--- src/rtl/sound_sequencer.sv ---
// sound_sequencer
//   Plays short note sequences on a tone oscillator when collision pulses
//   arrive. There are two sequences: EAT (262 Hz, 440 Hz) and DIE
//   (440 Hz, 311 Hz, 262 Hz). Each note lasts NOTE_LEN cycles. Consecutive
//   notes are separated by GAP_LEN silent cycles. The final note is not
//   followed by a gap. All outputs are registered.
//
// Ports
//   clk        in   system clock, rising edge
//   nRst       in   synchronous reset, active HIGH despite the name
//   goodColl   in   one-cycle pulse, snake ate food   -> EAT sequence
//   badColl    in   one-cycle pulse, snake died       -> DIE sequence
//   freq       out  [8:0] note frequency in Hz, 0 when silent
//   playSound  out  oscillator enable
//   busy       out  high while a sequence is in progress
//
// state   | meaning
// IDLE    | silent, waiting for a collision pulse
// NOTE    | sounding note idx of sequence seq
// GAP     | silent spacing before note idx+1
module sound_sequencer #(
  parameter int NOTE_LEN = 16,
  parameter int GAP_LEN  = 4,
  parameter int CNT_W    = 24
) (
  input  logic       clk,
  input  logic       nRst,
  input  logic       goodColl,
  input  logic       badColl,
  output logic [8:0] freq,
  output logic       playSound,
  output logic       busy
);

  localparam logic [1:0] ST_IDLE = 2'd0;
  localparam logic [1:0] ST_NOTE = 2'd1;
  localparam logic [1:0] ST_GAP  = 2'd2;

  localparam logic SEQ_EAT = 1'b0;
  localparam logic SEQ_DIE = 1'b1;

  localparam logic [8:0] F_C4  = 9'd262;
  localparam logic [8:0] F_DS4 = 9'd311;
  localparam logic [8:0] F_A4  = 9'd440;

  localparam logic [CNT_W-1:0] NOTE_TC = CNT_W'(NOTE_LEN - 1);
  localparam logic [CNT_W-1:0] GAP_TC  = CNT_W'(GAP_LEN - 1);

  logic [1:0]       state;
  logic             seq;
  logic [1:0]       idx;
  logic [CNT_W-1:0] cnt;

  logic start_die;
  logic start_eat;
  logic note_done;
  logic gap_done;
  logic last_note;

  function automatic logic [8:0] note_freq(input logic s, input logic [1:0] i);
    logic [8:0] f;
    f = F_C4;
    if (s == SEQ_EAT) begin
      f = (i == 2'd0) ? F_C4 : F_A4;
    end else begin
      case (i)
        2'd0:    f = F_A4;
        2'd1:    f = F_DS4;
        default: f = F_C4;
      endcase
    end
    return f;
  endfunction

  // badColl always wins. A goodColl is ignored only while DIE is running.
  always_comb begin
    start_die = badColl;
    start_eat = goodColl && !((state != ST_IDLE) && (seq == SEQ_DIE));
    note_done = (state == ST_NOTE) && (cnt == NOTE_TC);
    gap_done  = (state == ST_GAP)  && (cnt == GAP_TC);
    last_note = (seq == SEQ_DIE) ? (idx == 2'd2) : (idx == 2'd1);
  end

  always_ff @(posedge clk) begin
    if (nRst) begin
      state     <= ST_IDLE;
      seq       <= SEQ_EAT;
      idx       <= 2'd0;
      cnt       <= '0;
      freq      <= 9'd0;
      playSound <= 1'b0;
      busy      <= 1'b0;
    end else if (start_die || start_eat) begin
      // A trigger (re)starts a sequence at note 0 from any state.
      state     <= ST_NOTE;
      seq       <= start_die ? SEQ_DIE : SEQ_EAT;
      idx       <= 2'd0;
      cnt       <= '0;
      freq      <= start_die ? F_A4 : F_C4;
      playSound <= 1'b1;
      busy      <= 1'b1;
    end else begin
      case (state)
        ST_IDLE: begin
          cnt       <= '0;
          freq      <= 9'd0;
          playSound <= 1'b0;
          busy      <= 1'b0;
        end
        ST_NOTE: begin
          if (note_done) begin
            cnt       <= '0;
            freq      <= 9'd0;
            playSound <= 1'b0;
            if (last_note) begin
              state <= ST_IDLE;
              idx   <= 2'd0;
              busy  <= 1'b0;
            end else begin
              state <= ST_GAP;
            end
          end else begin
            cnt <= cnt + CNT_W'(1);
          end
        end
        ST_GAP: begin
          if (gap_done) begin
            state     <= ST_NOTE;
            idx       <= idx + 2'd1;
            cnt       <= '0;
            freq      <= note_freq(seq, idx + 2'd1);
            playSound <= 1'b1;
          end else begin
            cnt <= cnt + CNT_W'(1);
          end
        end
        default: begin
          state     <= ST_IDLE;
          idx       <= 2'd0;
          cnt       <= '0;
          freq      <= 9'd0;
          playSound <= 1'b0;
          busy      <= 1'b0;
        end
      endcase
    end
  end

endmodule

--- config.mk ---
export PLATFORM = sky130hd
export DESIGN_NAME = sound_sequencer
export DESIGN_NICKNAME = d
export VERILOG_FILES = /design/src/rtl/sound_sequencer.sv
export SDC_FILE = /design/constraint.sdc
export NUM_CORES = 1
export LEC_CHECK = 0
export BUFFER_PORTS_ARGS = -buffer_cell sky130_fd_sc_hd__buf_2
export CAP_MARGIN = 10
export CORE_MARGIN = 5
export CORE_UTILIZATION = 40
export DETAILED_ROUTE_END_ITERATION = 10
export PLACE_DENSITY_LB_ADDON = 0.1
export SYNTH_ARGS = -nofsm -noshare
export SYNTH_HDL_FRONTEND = slang
export SYNTH_SLANG_ARGS = --single-unit
--- constraint.sdc ---
create_clock -name clk -period 3.44 [get_ports clk]
set_input_delay 0.172 -clock clk [delete_from_list [all_inputs] [get_ports clk]]
set_output_delay 0.172 -clock clk [all_outputs]
set_load 0.01 [all_outputs]
==> reports/metrics.sh <==
WORSTREGTOREGCELLS=5
TIMING.CRITICAL_PATH.ARRIVAL_NS=2.32
FINAL_STANDARD_CELL_UTILIZATION_OF_THE_CORE_PCT=46.31
GRT_PASS1_WL_UM=6389
HOLD_SLACK_NS=0.1414
DIEWIDTH_UM=78.36
CP_SLOWEST_CELL='sky130_fd_sc_hd__or4_1'
REGTOREGSTARTPOINT='cnt[15]'
MAXCLOCKFREQUENCY_MHz=477.6
GRT-OVFL-TOTAL=0
CLOCK_SLEW_AT_THE_REGISTER_CLOCK_PINS_OF_THE_WORST_SETUP_AND_HOLD_PATHS_NS=0.07
CP_CELL_SEQUENCE='nor4_2 > nand3_2 > o31a_1 > or4_1 > a21oi_1'
R2R_SETUP_SLACK_NS=1.35
SYNTH_TOP_CELL_BY_AREA='sky130_fd_sc_hd__dfxtp_1'
MAX-SLEW-MARGIN-REL_PCT=62.39
PLACED_AREA_UM2=1922
WORST_HOLD_STARTPOINT='nRst'
DRC=0
TIMING_WORST_SLEW_PIN_VALUE_NS=0.5594
DESIGN.PORTCOUNT=15
PLACE.PORT_BUFFERS=13
SYN-MEAN-INSTANCE-AREA_UM2=8.575
LAYOUT.CELLS.MOST_COMMON_LIST='sky130_fd_sc_hd__dfxtp_1, sky130_fd_sc_hd__nor2_1, sky130_fd_sc_hd__nand2_1'
POST_CTS.REPAIR.SETUP_BUFFERS=0
ROUTE.MET2.WL_UM=1489
FIN_SETUP_TNS_NS=0
INSERTEDDIODECOUNT=0
ROUTE.DETAILED.WL_PER_INST_UM=12.90
VIAS=1469
DP.CELLS=271
SYNTH_ENABLE_FLOP_CELLS=0
WORSTSKEWPAIRLATENCY_NS=0.30
FINAL_LAYOUT_SIZE_SUFFIX_GT1_SHARE_PCT=12.78
NUMBER_OF_NETS_IN_THE_FINAL_LAYOUT=238
FINISH.CELL_COUNT_WITHOUT_FILLERS=279
DESIGN.DIE.AREA_UM2=6140
CRITICAL_PATH.N_BUFFERS_INVERTERS=0
HOLD_BUFFERS=0
HOLDPATHSTAGES=2
WIRELENGTH_UM=3598
PATH_CLASS='flip-flop to flip-flop'
SYNTH.DISTINCT_CELLS=41
DRTANTENNAVIOLNETS=0
CORE_UM2=4444
TIMING.FINAL.SETUP_VIOLATIONS=0
ASYNC_FLOP_SHARE_PCT=0
FINALCRITPERIODSHARE_PCT=60.87
GP_ROUTABILITY_CONGESTION=0.7274
WORST_CLOCK_SKEW_NS=0.009809
ROUTED.TOP_LAYER='met4'
SYNTH_TOP_CELL_AREA_SHARE_PCT=37.48
REPORT.FINAL.SLEW_VIOL_COUNT=0
SYN_AREA_UM2=1869
RSZ0062_AT_GRT='false'
POWER_PER_CELL_AREA_nW_PER_UM2=447.0
SYN_NETS=230
CP-END-KIND='flip-flop'
CRITICAL_PATH_REQUIRED_NS=3.66
COMMONEST_NON_FILL_NON_TAP_CELL_IN_THE_LAYOUT='sky130_fd_sc_hd__dfxtp_1'
WORST_HOLD_PATH_TYPE='input pin to flip-flop'
WORST-PATH-MAX-FANOUT=11
AREA_GROW_SYN2LAYOUT_PCT=10.11
HIGHEST_CELL_DELAY_ON_THE_WORST_TIMING_PATH_NS=0.56
FP.DIEH_UM=78.36
YOSYSWARNINGCOUNT=0
DRT_PRE_ANTENNA_ITERS=4
YS.FLOP_TYPE='sky130_fd_sc_hd__dfxtp_1'
HOLD_VIOLATIONS=0
NUM-FILL-CELLS=454
WL_MET3_UM=123
CTS_TREE='done'
GRT_START_MAX_NET_PINS=25
RUN_STATUS='complete, no violations'
HTREEDEPTH=2
ANTENNA_FOUND_INITIAL=0
GRT_PASS1_VIAS=1378
TIMING.MAX_CAP.VIOLATIONS=0
SYNTH_AREA_LEADERS='sky130_fd_sc_hd__dfxtp_1, sky130_fd_sc_hd__xor2_1, sky130_fd_sc_hd__nor2_1, sky130_fd_sc_hd__ha_1, sky130_fd_sc_hd__xnor2_1'
POWER.IR.VDD_WORST_uV=213.6
CRITICAL_PATH.STARTPOINT_TYPE='flip-flop'
CTS-ROOT-TO-SINK-BUFFERS=2
DRT_FIRST_ITER_VIOLATIONS=107
PERIOD_MINUS_SLACK_NS=2.094
SYNTH-SEQ-AREA-SHARE_PCT=37.48
FINISH.INSTANCE_AREA_UM2=2058
POST-DP-HPWL_UM=2598
TIMING.CRITICAL_PATH.DEPTH=5
CTS_RESIZED=0
LEAKAGEPOWER_nW=0.7424
WORST_HOLD_END='busy'
R2R-END='idx[0]'
CRITPATHTOPFAMILY='simple AND/OR/NAND/NOR gates'
CTS-ROOT-BUF='sky130_fd_sc_hd__clkbuf_8'
TRITONCTS.NUM_BUFFERS=5
POSTSYNTHREGISTERBITS=35
INITIAL_UTILIZATION_PCT=42.06
CLOCK_SINK_COUNT=35
SYN_INST=218
ROWS=24
WL_MET1_UM=1894
GRT_TOTAL_USAGE_PCT=13.04
DRT-VIAS-PER-INSTANCE=5.265
[area by class of cell]
type,count,area [um^2],share of cell area [%]
Multi-Input combinational cell,160,1046,50.82
Sequential cell,35,700.7,34.04
Timing Repair Buffer,14,72.57,3.526
Clock buffer,5,68.82,3.343
Clock inverter,3,67.56,3.283
Tap cell,52,65.06,3.161
Inverter,10,37.54,1.824
[state kept, by name (all words and copies together), names as in the netlist]
signal	flops
cnt	24
freq	5
idx	2
state	2
busy	1
seq	1
[worst register-to-register path, stage by stage, from the launching register on]
cell	delay, ns
sky130_fd_sc_hd__dfxtp_1	0.36
sky130_fd_sc_hd__nor4_2	0.33
sky130_fd_sc_hd__nand3_2	0.16
sky130_fd_sc_hd__o31a_1	0.46
sky130_fd_sc_hd__or4_1	0.57
sky130_fd_sc_hd__a21oi_1	0.15
[routing by layer]
metal / vias to the layer above / global-route usage (%)
met5: - / 0
met4: 0 / 7.343
met3: 8 / 3.204
met2: 23 / 19.18
met1: 667 / 17.41
li1: 771 / -
[logic make-up (layout without fill, tap and decap cells)]
family | Yosys count | after routing | synth area share, %
other | 1 | 1 | 0.2006
muxes | 2 | 2 | 1.071
and+or+nand+nor | 100 | 100 | 29.12
adders and majority gates | 8 | 8 | 5.355
AOI/OAI and AO/OA | 26 | 26 | 9.438
buffers and inverters | 23 | 32 | 6.560
xor gates and xnor gates | 23 | 23 | 10.78
DFF | 35 | 35 | 37.48
[stage by stage]
step,setup WS (ns),power (mW)
after detailed placement,1.359,0.4803
after floorplan,1.484,0.4700
after global placement,1.396,0.4809
after global routing,1.182,0.9575
after CTS,1.340,0.9337
final,1.346,0.9201
[synth_stat cells, types with 2 or more instances]
library cell	number
sky130_fd_sc_hd__xnor2_1	10
sky130_fd_sc_hd__nand2b_1	3
sky130_fd_sc_hd__nor2_1	30
sky130_fd_sc_hd__buf_2	2
sky130_fd_sc_hd__a21oi_1	7
sky130_fd_sc_hd__buf_1	2
sky130_fd_sc_hd__nand3_1	9
sky130_fd_sc_hd__nor3_1	8
sky130_fd_sc_hd__o21ai_0	4
sky130_fd_sc_hd__inv_1	10
sky130_fd_sc_hd__nand2_1	18
sky130_fd_sc_hd__o31ai_1	4
sky130_fd_sc_hd__clkbuf_1	2
sky130_fd_sc_hd__dfxtp_1	35
sky130_fd_sc_hd__and2_1	4
sky130_fd_sc_hd__a311oi_1	2
sky130_fd_sc_hd__buf_6	2
sky130_fd_sc_hd__a211oi_1	2
sky130_fd_sc_hd__ha_1	8
sky130_fd_sc_hd__a31oi_1	2
sky130_fd_sc_hd__mux2i_1	2
sky130_fd_sc_hd__and4_1	5
sky130_fd_sc_hd__xor2_1	13
sky130_fd_sc_hd__nor4_1	3
sky130_fd_sc_hd__nor4_4	2
sky130_fd_sc_hd__buf_4	5
sky130_fd_sc_hd__and3_1	3
sky130_fd_sc_hd__nand4_1	8
[power breakdown]
group          switching [mW]  internal [mW]
combinational          0.0323         0.0207
clock                   0.160          0.289
sequential            0.00609          0.412
[worst max-delay path by stage]
| stage | from | endpoint | slack [ns] |
|---|---|---|---|
| final | cnt[15] | idx[0] | 1.35 |
| after global placement | cnt[15] | idx[0] | 1.40 |
| after CTS | cnt[0] | idx[0] | 1.34 |
| after floorplan | cnt[14] | idx[0] | 1.48 |
| after global routing | cnt[0] | cnt[15] | 1.18 |
| after detailed placement | cnt[0] | idx[0] | 1.36 |
(Power assumes the default switching activity.)
